===== config.mk =====
export PLATFORM = sky130hd
export DESIGN_NAME = serial_subtractor
export DESIGN_NICKNAME = d
export VERILOG_FILES = /design/src/rtl/serial_subtractor.sv
export SDC_FILE = /design/constraint.sdc
export NUM_CORES = 1
export LEC_CHECK = 0
export ABC_CLOCK_PERIOD_IN_PS = 3100
export BUFFER_PORTS_ARGS = -buffer_cell sky130_fd_sc_hd__buf_4
export CELL_PAD_IN_SITES_DETAIL_PLACEMENT = 1
export CELL_PAD_IN_SITES_GLOBAL_PLACEMENT = 1
export CORE_UTILIZATION = 44
export CTS_CLUSTER_SIZE = 20
export DETAILED_ROUTE_END_ITERATION = 8
export PLACE_DENSITY_LB_ADDON = 0.15
export SLEW_MARGIN = 25
export SYNTH_ARGS = -nofsm -noshare
export SYNTH_HDL_FRONTEND = slang
export SYNTH_SLANG_ARGS = --single-unit

===== constraint.sdc =====
create_clock -name clk -period 3.1 [get_ports clk]
set_clock_uncertainty 0.05 [all_clocks]
set_input_delay 0.31 -clock clk [delete_from_list [all_inputs] [get_ports clk]]
set_output_delay 0.31 -clock clk [all_outputs]
set_load 0.01 [all_outputs]

===== src/rtl/serial_subtractor.sv =====
// Bit-serial two's-complement subtractor: diff = a - b, LSB first, one bit per clock.
// Start/busy/done handshake; diff, borrow and overflow hold until the next completion.
module serial_subtractor #(
    parameter int unsigned WIDTH = 4
) (
    input  logic             clk,
    input  logic             rst_n,
    input  logic             start,
    input  logic [WIDTH-1:0] a,
    input  logic [WIDTH-1:0] b,
    output logic             busy,
    output logic             done,
    output logic [WIDTH-1:0] diff,
    output logic             borrow,
    output logic             overflow
);

    localparam int unsigned CNT_W = $clog2(WIDTH);
    localparam logic [CNT_W-1:0] LAST_BIT = CNT_W'(WIDTH - 1);

    localparam logic [0:0] IDLE = 1'b0;
    localparam logic [0:0] RUN  = 1'b1;

    logic [0:0]       state, state_nxt;
    logic [WIDTH-1:0] a_sh, a_sh_nxt;
    logic [WIDTH-1:0] b_sh, b_sh_nxt;
    logic [CNT_W-1:0] cnt, cnt_nxt;
    logic             br, br_nxt;
    logic             a_msb, a_msb_nxt;
    logic             b_msb, b_msb_nxt;
    logic             busy_nxt, done_nxt, borrow_nxt, overflow_nxt;
    logic [WIDTH-1:0] diff_nxt;

    // Full-subtractor cell for the bit at the LSB of the operand registers
    logic d_bit, br_bit;
    assign d_bit  = a_sh[0] ^ b_sh[0] ^ br;
    assign br_bit = (~a_sh[0] & b_sh[0]) | (~(a_sh[0] ^ b_sh[0]) & br);

    // Next-state and datapath; the minuend register doubles as the result register,
    // difference bits entering at the MSB as minuend bits leave at the LSB.
    always_comb begin
        state_nxt    = state;
        a_sh_nxt     = a_sh;
        b_sh_nxt     = b_sh;
        cnt_nxt      = cnt;
        br_nxt       = br;
        a_msb_nxt    = a_msb;
        b_msb_nxt    = b_msb;
        busy_nxt     = busy;
        done_nxt     = 1'b0;
        diff_nxt     = diff;
        borrow_nxt   = borrow;
        overflow_nxt = overflow;

        case (state)
            IDLE: begin
                busy_nxt = 1'b0;
                if (start) begin
                    a_sh_nxt  = a;
                    b_sh_nxt  = b;
                    cnt_nxt   = '0;
                    br_nxt    = 1'b0;
                    a_msb_nxt = a[WIDTH-1];
                    b_msb_nxt = b[WIDTH-1];
                    busy_nxt  = 1'b1;
                    state_nxt = RUN;
                end
            end
            RUN: begin
                a_sh_nxt = {d_bit, a_sh[WIDTH-1:1]};
                b_sh_nxt = {1'b0, b_sh[WIDTH-1:1]};
                br_nxt   = br_bit;
                cnt_nxt  = cnt + CNT_W'(1);
                if (cnt == LAST_BIT) begin
                    cnt_nxt      = '0;
                    state_nxt    = IDLE;
                    busy_nxt     = 1'b0;
                    done_nxt     = 1'b1;
                    diff_nxt     = {d_bit, a_sh[WIDTH-1:1]};
                    borrow_nxt   = br_bit;
                    overflow_nxt = (a_msb != b_msb) && (d_bit != a_msb);
                end
            end
            default: begin
                state_nxt = IDLE;
                busy_nxt  = 1'b0;
            end
        endcase
    end

    always_ff @(posedge clk or negedge rst_n) begin
        if (!rst_n) begin
            state    <= IDLE;
            a_sh     <= '0;
            b_sh     <= '0;
            cnt      <= '0;
            br       <= 1'b0;
            a_msb    <= 1'b0;
            b_msb    <= 1'b0;
            busy     <= 1'b0;
            done     <= 1'b0;
            diff     <= '0;
            borrow   <= 1'b0;
            overflow <= 1'b0;
        end else begin
            state    <= state_nxt;
            a_sh     <= a_sh_nxt;
            b_sh     <= b_sh_nxt;
            cnt      <= cnt_nxt;
            br       <= br_nxt;
            a_msb    <= a_msb_nxt;
            b_msb    <= b_msb_nxt;
            busy     <= busy_nxt;
            done     <= done_nxt;
            diff     <= diff_nxt;
            borrow   <= borrow_nxt;
            overflow <= overflow_nxt;
        end
    end

endmodule


==> run metrics, run 1 <==
Synth Area per Inst 12.15 um2; die width 48.12 um; sequential-to-total area share from yosys stat 58.82%; Final ANT Viol Nets 0; setup TNS 0 ns; flops & latches, synth 22; row cnt 16; initial antenna violation count 0; n_diodes 0; Worst EP arrival 1.84 ns; CP bufs+invs 0; initial core utilization 47.22%; die area 2316 um2; Startpoint Class flip-flop; CTS tree done; DRT Wirelength 1827 um; Detailed Routing Iterations Pass 1 4; CTS buffer count 3; vias per cell 5.065; share of the synthesized area in the top cell type 58.82%; first-pass GRT wire length 2801 um; Final Critical Period 1.664 ns; CP cell instances fa_1, or3b_1, a31oi_1; Achievable Freq 601.0 MHz; CTS max path bufs 2; wire per inst 14.85 um; RSZ-0062 raised after global routing false; DRC viols 0; Reg2Reg Setup Slack 1.44 ns; Hold Path Class in2reg; clk slew on worst S/H paths 0.12 ns; die height 48.12 um; Distinct cells, synth 20; total core area 1982 um2; HP Start a[3]; Top Ports 19; status completed; asr flop ratio synth 100.0%; CP max FO 4; number of synthesized flops with an enable pin 0; WHS 0.1728 ns; Inst Count DP 119; Net Count, Synth 90; Pins Over Slew Limit 0; Placer Congestion 0.6851; number of global-route vias before repair 576; cell accounting for the most synthesized area dfrtp_1; Pwr Density 932.9 nW/um2; Worst path max stage delay 0.54 ns; crit path kind reg2reg; Critical Path Sink Type flip-flop; Hold Fails Final Rpt 0; layout cell share with drive strength beyond 1 22.92%; hpwl dp 1279 um; # nets final 111; Synth area leaders dfrtp_1 (59%), mux2i_1 (9.6%), mux2_1 (7.2%); IR drop worst, VDD 0.4831 mV; Clock Tree Root clkbuf_4; setup bufs post-CTS 0; Worst setup startpoint a_sh[0]$_DFFE_PN0P_; Syn Std Cell Area 935.9 um2; Worst slew margin 53.17%; Critical Path RT 3.28 ns; Top FF cell, synth dfrtp_1; H-tree depth 1; GRT overflow 0; insertion delay to the later sink of the worst-skew pair 0.30 ns; port bufs 18; Core Util, Final 56.50%; clock sinks 22; post-synthesis instance total 77; largest net degree at the start of global routing 25; post-CTS resize count 0; Yosys warnings 0; gr usage total 18.66%; final setup vio count 0; final period utilization 53.67%; Slew @ Worst Pin 0.7024 ns; final non-filler cell total 123; static leakage 0.5514 nW; routed via count 623; initial DRC count 3; Max-Cap Viols 0; Slowest cell on crit path fa_1; CP delay by family, top adder cells; R2R Path Start a_sh[0]$_DFFE_PN0P_; synth-to-layout area growth 19.65%
[worst register-to-register path: stages, from the launching register on]
cell and delay, ns:
dfrtp_1 0.42, fa_1 0.54, or3b_1 0.40, a31oi_1 0.18
[placed cells by master (no fill, tap or decap), types with 2 or more instances in the layout]
cell	count
dfrtp_1	22
buf_4	18
mux2i_1	9
nand2_1	8
o21ai_0	8
mux2_1	6
inv_1	5
nand2b_1	4
clkbuf_4	3
nor2_1	2
[cell type report]
class	instances	area [um2]
fill	213	862.1
sequential	22	550.5
multi-input combinational	47	349.1
timing repair buffer	19	145.1
tap	27	33.78
clock buffer	3	22.52
inverter	5	18.77
[logic make-up (layout without fill, tap and decap cells)]
kind of cell | after synthesis | count (layout) | synth area share, %
flops | 22 | 22 | 58.82
buf+inv | 8 | 27 | 3.878
simple gates | 17 | 17 | 9.092
mux | 15 | 15 | 16.84
compound gates | 13 | 13 | 7.889
fa+ha+maj | 2 | 2 | 3.476
[worst paths after layout]
path,endpoint,cells past startpoint
min reg2reg,diff[2]$_DFFE_PN0P_,1
min in group asynchronous,cnt[0]$_DFFE_PN0P_,2
max in group asynchronous,diff[0]$_DFFE_PN0P_,2
max reg2reg,overflow$_DFFE_PN0P_,3
max,overflow$_DFFE_PN0P_,3
min,a_msb$_DFFE_PN0P_,2
[Yosys cell counts (all sizes together) (2+ instances only)]
master / number
nand2b: 4
dfrtp: 22
inv: 5
o21ai: 8
mux2: 6
nand2: 9
mux2i: 9
nor2: 2
buf: 3
[sequential cells by signal (all words and copies together) (netlist names)]
register and flops:
a_msb 1, br 1, cnt 2, overflow 1, borrow 1, b_msb 1
state 1, done 1, diff 4, a_sh 4, b_sh 4, busy 1
[power by group]
part	total [mW]	switching, mW	internal (mW)
combinational	0.380	0.176	0.204
sequential	0.535	0.116	0.419
clock	0.130	0.0847	0.0453
[stage by stage]
| step | area (um2) | worst slack (ns) | power, mW |
|---|---|---|---|
| 2_1_floorplan | 935.9 | 1.560 | 0.7611 |
| 3_3_place_gp | 1087 | 1.535 | 0.8984 |
| 3_5_place_dp | 1087 | 1.451 | 0.9332 |
| 4_1_cts | 1120 | 1.431 | 1.061 |
| 5_1_grt | 1120 | 1.389 | 1.133 |
| 6_report | 1120 | 1.436 | 1.045 |
[timing repair]
action | 4_1_cts | 5_1_grt
endpoints found under the setup margin | 0 | 0
hold endpoints to repair | 22 | 0
hold buffers | 1 | 0
[routing by layer]
| layer | up-vias | global-route usage [%] | share of wire [%] |
|---|---|---|---|
| li1 | 300 | - | - |
| met1 | 307 | 24.23 | 45 |
| met2 | 12 | 30.54 | 49 |
| met3 | 4 | 2.222 | 3.1 |
| met4 | 0 | 10.00 | 2.1 |
| met5 | - | 0 | 0 |
Power figures use the tool's default switching activity.
==> run 2: changes to the inputs <==
--- a/config.mk
+++ b/config.mk
@@ -5,11 +5,11 @@
 export SDC_FILE = /design/constraint.sdc
 export NUM_CORES = 1
 export LEC_CHECK = 0
-export ABC_CLOCK_PERIOD_IN_PS = 3100
+export ABC_CLOCK_PERIOD_IN_PS = 1400
 export BUFFER_PORTS_ARGS = -buffer_cell sky130_fd_sc_hd__buf_4
 export CELL_PAD_IN_SITES_DETAIL_PLACEMENT = 1
 export CELL_PAD_IN_SITES_GLOBAL_PLACEMENT = 1
-export CORE_UTILIZATION = 44
+export CORE_UTILIZATION = 37
 export CTS_CLUSTER_SIZE = 20
 export DETAILED_ROUTE_END_ITERATION = 8
 export PLACE_DENSITY_LB_ADDON = 0.15
==> constraint.sdc (replaced) <==
create_clock -name clk -period 1.4 [get_ports clk]
set_clock_uncertainty 0.05 [all_clocks]
set_input_delay 0.14 -clock clk [delete_from_list [all_inputs] [get_ports clk]]
set_output_delay 0.14 -clock clk [all_outputs]
set_load 0.01 [all_outputs]
==> run 2 against run 1 <==
Effect of this change: the run now ends with setup timing left; total power rose by 140%; clock-buffer cell count rose by 1; critical path depth up 1; worst setup slack worse by 1.6 ns; cell count rose by 7.3%; wire length increased by 2.4%; critical path type unchanged; largest cell class unchanged; highest routed layer unchanged.
==> run metrics, run 2 (synthesis gave the netlist of run 1 again) <==
area post-placement 1126 um2; Achievable Freq 655.8 MHz; R2R Path Start br$_DFFE_PN0P_; Detailed Routing Iterations Pass 1 4; synth-to-layout area growth 28.61%; Pwr Density 2112 nW/um2; initial DRC count 4; Worst Reg-to-Reg Cells 4; IR drop worst, VDD 0.9102 mV; final period utilization 108.9%; Top Ports 19; routed via count 676; CP max FO 3; static leakage 0.5980 nW; Worst EP arrival 1.71 ns; layout cell share with drive strength beyond 1 29.81%; Startpoint Class flip-flop; Hold Crit Depth 3; number of global-route vias before repair 727; most frequent cells in the layout buf_4 (23), dfrtp_1 (22), mux2i_1 (9), nand2_1 (7), o21ai_0 (7); Regs by FF count a_sh (4), b_sh (4), diff (4); Inst Count DP 125; initial core utilization 40.74%; Worst slew margin 81.24%; vias per cell 5.121; die width 52.30 um; clock sinks 22; r2r endpoint overflow$_DFFE_PN0P_; port bufs 18; final non-filler cell total 132; # nets final 118; H-tree depth 1; hpwl dp 1324 um; Pins Over Slew Limit 0; row cnt 17; most common cell after layout, fill and taps aside buf_4; Clock Tree Root clkbuf_4; Reg2Reg Setup Slack -0.12 ns; Worst setup startpoint br$_DFFE_PN0P_; Hold Path Class in2reg; wire per inst 14.17 um; total core area 2297 um2; Critical Path Sink Type flip-flop; setup bufs post-CTS 0; die height 52.30 um; Final ANT Viol Nets 0; WHS Endpoint a_sh[0]$_DFFE_PN0P_; Slew @ Worst Pin 0.2815 ns; Hold Fails Final Rpt 0; n_diodes 0; insertion delay to the later sink of the worst-skew pair 0.31 ns; CTS max path bufs 2; DRT Wirelength 1870 um; CTS buffer count 3; first-pass GRT wire length 3263 um; failing checks setup timing; DRC viols 0; Design Area, Final 1204 um2; status complete, but fails checks; Critical Path RT 1.59 ns; HP Start a[0]; initial antenna violation count 0; RSZ-0062 raised after global routing true; Final WS setup -0.1248 ns; Final Critical Period 1.525 ns; final setup vio count 1; crit path kind reg2reg; gr usage total 16.85%; WHS 0.07817 ns; Max-Cap Viols 0; largest net degree at the start of global routing 23; CTS tree done; GRT overflow 0; clk slew on worst S/H paths 0.12 ns; die area 2735 um2; setup TNS -0.1248 ns; final-layout fill cell count 259; Placer Congestion 0.7546
run 2: layout make-up:
cell class	instances	area, um2	area share [%]
clock buffers	4	36.28	3.015
inverters	5	18.77	1.559
multi-input cells	47	360.3	29.94
flip-flops and latches	22	550.5	45.74
well taps	28	35.03	2.911
repair buffers	26	202.7	16.84
run 2: per-stage QoR:
stage	setup slack, ns	util, %	total power [mW]
floorplan	-0.07326	-	1.686
global placement	-0.09741	49.02	2.116
detailed placement	-0.1434	49.02	2.174
CTS	-0.1469	51.47	2.544
global route	-0.1922	52.40	2.763
finish	-0.1248	52.40	2.543
run 2: timing repair:
item | in CTS | in global routing
hold buffers | 2 | 1
cloned | 0 | 0
endpoints found under the setup margin | 2 | 6
endpoints found under the hold margin | 23 | 1
resized for setup | 1 | 4
pin swaps | 1 | 0
run 2: routing by layer:
| layer | share of wire, % | routed length (um) | track usage [%] | up-vias |
|---|---|---|---|---|
| met3 | 3.0 | 57 | 2.609 | 4 |
| met5 | 0 | 0 | 0 | - |
| met1 | 44 | 825 | 18.78 | 344 |
| met2 | 50 | 933 | 29.54 | 13 |
| met4 | 2.8 | 53 | 10.53 | 0 |
| li1 | - | - | - | 315 |
run 2: worst max-delay path, cell delays in order (launching register included):
cell and delay (ns):
dfrtp_1 0.36, inv_2 0.05, fa_1 0.50, or3b_1 0.36
a31oi_1 0.14
run 2: worst max path at each step:
stage | to | cells past startpoint
finish | overflow$_DFFE_PN0P_ | 4
global route | overflow$_DFFE_PN0P_ | 4
CTS | overflow$_DFFE_PN0P_ | 4
detailed placement | overflow$_DFFE_PN0P_ | 4
global placement | overflow$_DFFE_PN0P_ | 4
floorplan | overflow$_DFFE_PN0P_ | 4
run 2: report_power, final:
part	internal (mW)	switching, mW
Sequential	0.928	0.185
Combinational	0.569	0.508
Clock	0.159	0.194
==> run 3: changes to the inputs <==
--- a/config.mk
+++ b/config.mk
@@ -13,6 +13,7 @@
 export CTS_CLUSTER_SIZE = 20
 export DETAILED_ROUTE_END_ITERATION = 8
 export PLACE_DENSITY_LB_ADDON = 0.15
+export RECOVER_POWER = 50
 export SLEW_MARGIN = 25
 export SYNTH_ARGS = -nofsm -noshare
 export SYNTH_HDL_FRONTEND = slang
==> run 3 against run 2 <==
Effect of this change: global-route usage did not move; via count unchanged; clock power is essentially flat; worst setup slack is the same; sequential share of layout area is 0.33 points higher; die area is the same; critical path depth did not move; core utilization down 0.38 points; register-to-register slack hardly changed; the flow still finishes with violations (setup timing); sequential power is essentially flat; critical path type unchanged; cell count unchanged.
==> run metrics, run 3 (synthesis gave the netlist of run 1 again) <==
Final WS setup -0.1248 ns; clock sinks 22; status complete, but fails checks; Slew @ Worst Pin 0.5447 ns; WHS 0.07817 ns; CTS max path bufs 2; most frequent cells in the layout dfrtp_1 (22), buf_4 (20), mux2i_1 (9), nand2_1 (7), o21ai_0 (7); crit path kind reg2reg; Final Critical Period 1.525 ns; Worst EP arrival 1.71 ns; first-pass GRT wire length 3263 um; Final ANT Viol Nets 0; Placer Congestion 0.7546; Worst slew margin 63.69%; Design Area, Final 1195 um2; IR drop worst, VDD 0.9019 mV; # nets final 118; DRC viols 0; Critical Path RT 1.59 ns; static leakage 0.5926 nW; setup bufs post-CTS 0; CTS buffer count 3; initial core utilization 40.74%; initial antenna violation count 0; CP max FO 3; Core Util, Final 52.02%; Top Ports 19; largest net degree at the start of global routing 23; n_diodes 0; Inst Count DP 125; routed via count 676; final non-filler cell total 132; layout cell share with drive strength beyond 1 28.85%; DRT Wirelength 1869 um; Hold Path Class in2reg; Startpoint Class flip-flop; synth-to-layout area growth 27.67%; CTS tree done; insertion delay to the later sink of the worst-skew pair 0.31 ns; failing checks setup timing; gr usage total 16.85%; die height 52.30 um; Hold Fails Final Rpt 0; Regs by FF count a_sh (4), b_sh (4), diff (4); port bufs 18; Clock Tree Root clkbuf_4; final setup vio count 1; Achievable Freq 655.8 MHz; area post-placement 1126 um2; row cnt 17; H-tree depth 1; Pwr Density 2114 nW/um2; Design Power 2.526 mW; clk slew on worst S/H paths 0.12 ns; hpwl dp 1324 um; vias per cell 5.121; wire per inst 14.16 um; Detailed Routing Iterations Pass 1 4; number of global-route vias before repair 727; Pins Over Slew Limit 0; GRT overflow 0; most common cell after layout, fill and taps aside dfrtp_1; die area 2735 um2; Critical Path Sink Type flip-flop; final period utilization 108.9%; total core area 2297 um2; Max-Cap Viols 0; initial DRC count 4; RSZ-0062 raised after global routing true; die width 52.30 um
-- run 3: cell count changes in the layout (fill, tap and decap cells not counted) --
cell and delta:
buf_4 -3, clkbuf_2 +2, clkbuf_1 +1
-- run 3: critical path, cell delays in order (launching register included) --
cell and delay (ns):
dfrtp_1 0.36, inv_2 0.05, fa_1 0.50, or3b_1 0.36
a31oi_1 0.14
-- run 3: routing by layer --
layer	GRT usage, %	vias to the layer above	part of all wire (%)
li1	-	315	-
met1	18.78	344	44
met2	29.54	13	50
met3	2.609	4	3.1
met4	10.53	0	2.8
met5	0	-	0
-- run 3: final cells by class --
class                           instances  area, um2
Sequential cell                        22      550.5
Fill cell                             257       1102
Multi-Input combinational cell         47      360.3
Clock buffer                            4      36.28
Inverter                                5      18.77
Tap cell                               28      35.03
Timing Repair Buffer                   26      193.9
-- run 3: worst paths after layout --
kind | start | endpoint | slack [ns] | cells after the start
setup / recovery | br$_DFFE_PN0P_ | overflow$_DFFE_PN0P_ | -0.12 | 4
hold / removal | a[0] | a_sh[0]$_DFFE_PN0P_ | 0.08 | 3
setup reg to reg | br$_DFFE_PN0P_ | overflow$_DFFE_PN0P_ | -0.12 | 4
hold reg to reg | diff[0]$_DFFE_PN0P_ | diff[0]$_DFFE_PN0P_ | 0.46 | 1
max in group asynchronous | rst_n | diff[0]$_DFFE_PN0P_ | 0.66 | 2
min in group asynchronous | rst_n | busy$_DFFE_PN0P_ | 0.28 | 2
-- run 3: timing repair --
item,4_1_cts,5_1_grt
pin swaps,1,0
hold buffers,2,1
gates resized for setup,1,4
hold endpoints to repair,23,1
gates cloned,0,0
setup endpoints to repair,2,6
-- run 3: report_power, final --
group | leakage (nW) | total (mW) | switching, mW | internal (mW)
clock | 0.0210 | 0.352 | 0.194 | 0.159
sequential | 0.271 | 1.11 | 0.184 | 0.928
combinational | 0.301 | 1.06 | 0.508 | 0.553
total | 0.593 | 2.53 | 0.886 | 1.64
-- run 3: stage by stage --
| step | TNS, ns | setup WS, ns |
|---|---|---|
| detailed placement | -0.1434 | -0.1434 |
| global placement | -0.09741 | -0.09741 |
| global route | -0.2678 | -0.1922 |
| finish | -0.1248 | -0.1248 |
| floorplan | -0.07326 | -0.07326 |
| CTS | -0.1469 | -0.1469 |
